<file path="src/rtl/tick_bouncer_pkg.sv">
// Shared types and constants for the tick-paced bouncing-light block.
package tick_bouncer_pkg;

  typedef enum logic [1:0] {
    IDLE,
    RUN,
    PAUSE
  } bstate_t;

  localparam logic [7:0] BOUNCE_MAX = 8'd255;

endpackage

</file>
<file path="src/rtl/key_press_edge.sv">
// Rising-edge detector for an already-synchronised key level.
module key_press_edge (
  input  logic clk,
  input  logic reset,
  input  logic key,
  output logic press
);

  logic key_q;

  // History starts high so a key held through reset is not seen as a press.
  always_ff @(posedge clk) begin
    if (reset) key_q <= 1'b1;
    else       key_q <= key;
  end

  assign press = key & ~key_q;

endmodule

</file>
<file path="src/rtl/tick_bouncer.sv">
// One-hot light bouncing across an LED bar, stepped by divided ticks,
// with start/stop key control and a saturating wall-bounce counter.
module tick_bouncer
  import tick_bouncer_pkg::*;
#(
  parameter int unsigned N_LEDS = 10,
  parameter int unsigned DIV    = 1
) (
  input  logic              clk,
  input  logic              reset,
  input  logic              tick,
  input  logic              start_key,
  input  logic              stop_key,
  output logic [N_LEDS-1:0] leds,
  output logic              dir,
  output logic              running,
  output logic [7:0]        bounce_cnt
);

  localparam int unsigned PW = $clog2(N_LEDS);
  localparam logic [N_LEDS-1:0] LED_ONE = {{(N_LEDS-1){1'b0}}, 1'b1};
  localparam logic [PW-1:0] POS_TOP  = PW'(N_LEDS - 1);
  localparam logic [PW-1:0] POS_TURN = PW'(N_LEDS - 2);
  localparam logic [7:0]    DIV_LAST = 8'(DIV - 1);

  bstate_t       state;
  logic [PW-1:0] pos;
  logic [7:0]    div_cnt;

  logic          start_press;
  logic          stop_press;
  logic          step;
  logic [PW-1:0] pos_nxt;
  logic          dir_nxt;
  logic          wall_hit;

  key_press_edge u_start_edge (
    .clk   (clk),
    .reset (reset),
    .key   (start_key),
    .press (start_press)
  );

  key_press_edge u_stop_edge (
    .clk   (clk),
    .reset (reset),
    .key   (stop_key),
    .press (stop_press)
  );

  assign step = tick && (state == RUN) && (div_cnt == DIV_LAST);

  // Position/direction after one step; a wall reflects back one place.
  always_comb begin
    pos_nxt  = pos;
    dir_nxt  = dir;
    wall_hit = 1'b0;
    if (!dir) begin
      if (pos == POS_TOP) begin
        pos_nxt  = POS_TURN;
        dir_nxt  = 1'b1;
        wall_hit = 1'b1;
      end else begin
        pos_nxt = pos + PW'(1);
      end
    end else begin
      if (pos == '0) begin
        pos_nxt  = PW'(1);
        dir_nxt  = 1'b0;
        wall_hit = 1'b1;
      end else begin
        pos_nxt = pos - PW'(1);
      end
    end
  end

  always_ff @(posedge clk) begin
    if (reset) begin
      state      <= IDLE;
      pos        <= '0;
      leds       <= LED_ONE;
      dir        <= 1'b0;
      running    <= 1'b0;
      bounce_cnt <= 8'd0;
      div_cnt    <= 8'd0;
    end else begin
      unique case (state)
        IDLE: begin
          if (start_press && !stop_press) begin
            state   <= RUN;
            running <= 1'b1;
            div_cnt <= 8'd0;
          end
        end
        RUN: begin
          if (tick) begin
            if (step) begin
              div_cnt <= 8'd0;
              pos     <= pos_nxt;
              dir     <= dir_nxt;
              leds    <= LED_ONE << pos_nxt;
              if (wall_hit && bounce_cnt != BOUNCE_MAX) begin
                bounce_cnt <= bounce_cnt + 8'd1;
              end
            end else begin
              div_cnt <= div_cnt + 8'd1;
            end
          end
          // A step in the same cycle still lands before pausing.
          if (stop_press) begin
            state   <= PAUSE;
            running <= 1'b0;
          end
        end
        PAUSE: begin
          if (stop_press) begin
            state      <= IDLE;
            pos        <= '0;
            leds       <= LED_ONE;
            dir        <= 1'b0;
            bounce_cnt <= 8'd0;
            div_cnt    <= 8'd0;
          end else if (start_press) begin
            state   <= RUN;
            running <= 1'b1;
          end
        end
        default: begin
          state   <= IDLE;
          running <= 1'b0;
        end
      endcase
    end
  end

endmodule

</file>
<file path="config.mk">
export PLATFORM = sky130hd
export DESIGN_NAME = tick_bouncer
export DESIGN_NICKNAME = d
export VERILOG_FILES = /design/src/rtl/tick_bouncer_pkg.sv /design/src/rtl/key_press_edge.sv /design/src/rtl/tick_bouncer.sv
export SDC_FILE = /design/constraint.sdc
export NUM_CORES = 1
export LEC_CHECK = 0
export ABC_AREA = 1
export CAP_MARGIN = 0
export CORE_MARGIN = 2
export CORE_UTILIZATION = 40
export CTS_CLUSTER_SIZE = 12
export DETAILED_ROUTE_END_ITERATION = 7
export GPL_ROUTABILITY_DRIVEN = 0
export GPL_TIMING_DRIVEN = 0
export SYNTH_ARGS = -nofsm -noshare
export SYNTH_HDL_FRONTEND = slang
export SYNTH_SLANG_ARGS = --single-unit
</file>
<file path="constraint.sdc">
create_clock -name clk -period 2.8 [get_ports clk]
set_input_delay 0.42 -clock clk [delete_from_list [all_inputs] [get_ports clk]]
set_output_delay 0.42 -clock clk [all_outputs]
set_load 0.01 [all_outputs]
</file>
==> summary.log <==
[synth] Unique masters post-synth 26
[sta] post-route fraction of the period consumed by the critical path 63.9%
[grt] GRT Util Overall 18.6%
[drt] Pre-antenna DRT Iters 4
[sta] min Tclk post-route 1.79 ns
[placed_design] count of buffers inserted at the top-level ports 23
[grt] maximum number of pins on one net before global-route repair 12
[clocking] clock insertion delay at the later pin of the skew report 0.29 ns
[die] num rows 25
[sta] RSZ-0062 raised after global routing no
[synth] number of nets in the synthesized netlist 319
[placed_design] post-DP HPWL 3350 um
[final_layout] Multi-input gate area 1110 um2
[drt] total detailed-routing wirelength 4560 um
[drt] via total after detailed routing 1966
[sta] actual slew at the worst max-slew pin 0.570 ns
[synth] Synth Cell Area 2030 um2
[grt] via count of the first global-routing pass 1810
[drt] vias per std cell 4.81
[clocking] number of setup buffers added after CTS 0
[worst_setup_path] CP Launch Point dir
[hold_path] Tightest Hold Check Type in2reg
[worst_setup_path] cell type group with the largest total delay on the critical path buffers and inverters
[worst_setup_path] terminus of the critical flop-to-flop path bounce_cnt[4]
[clocking] clock transition at the registers of the reported paths 0.07 ns
[clocking] number of hold buffers added after CTS 0
[die] number of primary I/O pins 25
[worst_setup_path] critical path data required time 2.38 ns
[worst_setup_path] biggest cell delay along the critical path 0.59 ns
[sta] achievable frequency 559 MHz
[outcome] status finished clean
[clocking] clock buffers created by TritonCTS 5
[clocking] master cell of the clock root buffer sky130_fd_sc_hd__clkbuf_8
[final_layout] number of inserted filler cells in the final layout 547
[worst_setup_path] capture point of the critical path dir
[worst_setup_path] Levels on crit path 1
[final_layout] most frequent cells in the layout sky130_fd_sc_hd__nand2_1 (80), sky130_fd_sc_hd__nor2_1 (44), sky130_fd_sc_hd__dfxtp_1 (36), sky130_fd_sc_hd__a21oi_1 (34), sky130_fd_sc_hd__nand3_1 (32)
[grt] first-pass GRT wire length 7940 um
[clocking] count of H-tree levels built during CTS 2
[synth] Yosys warning total 0
[worst_setup_path] sort of element at the start of the critical path flop
[drt] post-route antenna net violation count 0
[sta] final setup vio count 0
[synth] flip-flop and latch count after synthesis 36
[die] Placeable Area 4820 um2
[final_layout] count of antenna diodes in the layout 0
[drt] detailed-route DRC error count 0
[final_layout] number of nets in the layout 349
[final_layout] fraction of final layout cells with drive strength greater than 1 10.5%
[grt] initial antenna violation count 0
[synth] mean instance size in the synthesized netlist 6.51 um2
[sta] max-slew violation count 0
[worst_setup_path] worst setup slack for register-to-register paths 1.13 ns
[sta] Min Hold Slack 0.437 ns
[die] effective utilization at floorplan 42.1%
[synth] sequential-to-total area share from yosys stat 35.6%
[worst_setup_path] worst reg-to-reg path cell count 11
[sta] hold violation total from the final report 0
[synth] synthesized instance count 311
[sta] final setup skew 0.00454 ns
[worst_setup_path] maximum fanout count along the critical path 8
[worst_setup_path] Buffers & Inverters on Critical Path 1
[sta] Slew headroom 62.0%
[clocking] CTS tree built
[clocking] Gates resized, CTS repair 0
[final_layout] P&R area growth vs syn 20.1%
[grt] total overflow reported by the global router 0
[worst_setup_path] Worst Setup End Kind output pin
[worst_setup_path] Worst Path Arrival 1.37 ns
[drt] post-DR wirelength/cell 11.2 um
[power] power per standard cell area 412 nW/um2
[worst_setup_path] critical path class reg2out
[clocking] clock tree sinks 36
[worst_setup_path] CP max-delay cell sky130_fd_sc_hd__clkdlybuf4s50_1
[power] peak ir drop on the vdd network 0.000277 V
[final_layout] commonest non-fill, non-tap cell in the layout sky130_fd_sc_hd__nand2_1
[worst_setup_path] series of cell instances along the critical path clkdlybuf4s50_1
[flow_run] Max-cap violations 0
[worst_setup_path] FF-to-FF Start div_cnt[0]
[sta] setup tns final 0 ns
[final_layout] register area 721 um2
[die] vertical die dimension 75.2 um
[die] die boundary width 75.2 um
[power] Pleak 0.965 nW
[clocking] maximum number of buffers from clock root to sink 2
[drt] iteration-0 DRC count of the detailed router 61
[die] area of the die 5650 um2
[worst min-delay path by stage]
| stage | from | to | cells past startpoint |
|---|---|---|---|
| after CTS | reset | leds[6] | 2 |
| after global routing | reset | div_cnt[6] | 2 |
| after floorplan | div_cnt[2] | div_cnt[2] | 2 |
| after detailed placement | leds[5] | leds[5] | 2 |
| final | reset | leds[6] | 2 |
| after global placement | leds[1] | leds[1] | 2 |
[cell usage after synthesis]
| library cell | n | area share (%) |
|---|---|---|
| sky130_fd_sc_hd__clkbuf_1 | 3 | 0.56 |
| sky130_fd_sc_hd__nand2_2 | 4 | 1.2 |
| sky130_fd_sc_hd__nor2_2 | 4 | 1.2 |
| sky130_fd_sc_hd__xnor2_1 | 1 | 0.43 |
| sky130_fd_sc_hd__dfxtp_1 | 36 | 36 |
| sky130_fd_sc_hd__o21ai_0 | 11 | 2.7 |
| sky130_fd_sc_hd__or2_2 | 1 | 0.31 |
| sky130_fd_sc_hd__nor2_4 | 3 | 1.7 |
| sky130_fd_sc_hd__inv_2 | 5 | 0.93 |
| sky130_fd_sc_hd__nand2_1 | 80 | 15 |
| sky130_fd_sc_hd__o21ai_4 | 1 | 0.80 |
| sky130_fd_sc_hd__nand2_4 | 2 | 1.1 |
| sky130_fd_sc_hd__nor3b_1 | 1 | 0.37 |
| sky130_fd_sc_hd__nor2_1 | 44 | 8.2 |
| sky130_fd_sc_hd__buf_4 | 2 | 0.74 |
| sky130_fd_sc_hd__buf_6 | 3 | 1.7 |
| sky130_fd_sc_hd__inv_1 | 30 | 5.6 |
| sky130_fd_sc_hd__nand3_2 | 1 | 0.49 |
| sky130_fd_sc_hd__o21ai_2 | 2 | 0.86 |
| sky130_fd_sc_hd__xor2_1 | 1 | 0.43 |
| sky130_fd_sc_hd__ha_1 | 3 | 1.9 |
| sky130_fd_sc_hd__nor3_1 | 2 | 0.49 |
| sky130_fd_sc_hd__nand3_1 | 32 | 7.9 |
| sky130_fd_sc_hd__nand3b_1 | 2 | 0.74 |
| sky130_fd_sc_hd__a21oi_1 | 34 | 8.4 |
| sky130_fd_sc_hd__nand4_1 | 3 | 0.93 |
[logic make-up after synthesis]
family	count (synthesis)	synth area share, %
XOR/XNOR	2	0.865
adder cells (fa/ha/maj)	3	1.85
flip-flops	36	35.6
AND/OR/NAND/NOR	179	39.5
buffers and inverters	43	9.45
AO/OA/AOI/OAI	48	12.8
[routing by layer]
layer	vias to the layer above	GRT usage (%)	wire, um
met5	-	0	0
met4	0	5.85	53
met3	4	5.62	138
met2	32	29.1	2030
met1	877	24.8	2340
li1	1053	-	-
[final cells by class]
| class | instances | share of cell area (%) |
|---|---|---|
| flip-flops and latches | 36 | 29.6 |
| repair buffers | 23 | 9.47 |
| inverters | 35 | 5.40 |
| clock inverters | 2 | 0.412 |
| plain buffers | 8 | 2.47 |
| well taps | 67 | 3.45 |
| multi-input cells | 232 | 45.8 |
| clock buffers | 6 | 3.40 |
[sequential cells by signal, summed over array words and instances (netlist names)]
name,flops
leds,10
bounce_cnt,8
div_cnt,8
pos,4
state,2
dir,1
running,1
u_start_edge.key_q,1
u_stop_edge.key_q,1
[through the flow]
stage | total power [mW] | area [um2] | util, % | setup slack [ns] | instances
floorplan | 0.600 | 2030 | - | 1.32 | 311
global placement | 0.626 | 2340 | 48.6 | 0.749 | 401
detailed placement | 0.626 | 2340 | 48.6 | 0.739 | 401
CTS | 1.02 | 2430 | 50.5 | 0.998 | 409
global route | 1.05 | 2430 | 50.5 | 0.934 | 409
finish | 1.00 | 2430 | 50.5 | 1.01 | 409
[power breakdown]
part           leakage (nW)  internal (mW)  total, mW  switching [mW]
registers             0.291          0.518      0.523         0.00502
logic                 0.623         0.0337     0.0908          0.0571
clock network        0.0510          0.196      0.387           0.191
total                 0.965          0.748       1.00           0.253
(Power assumes the default switching activity.)
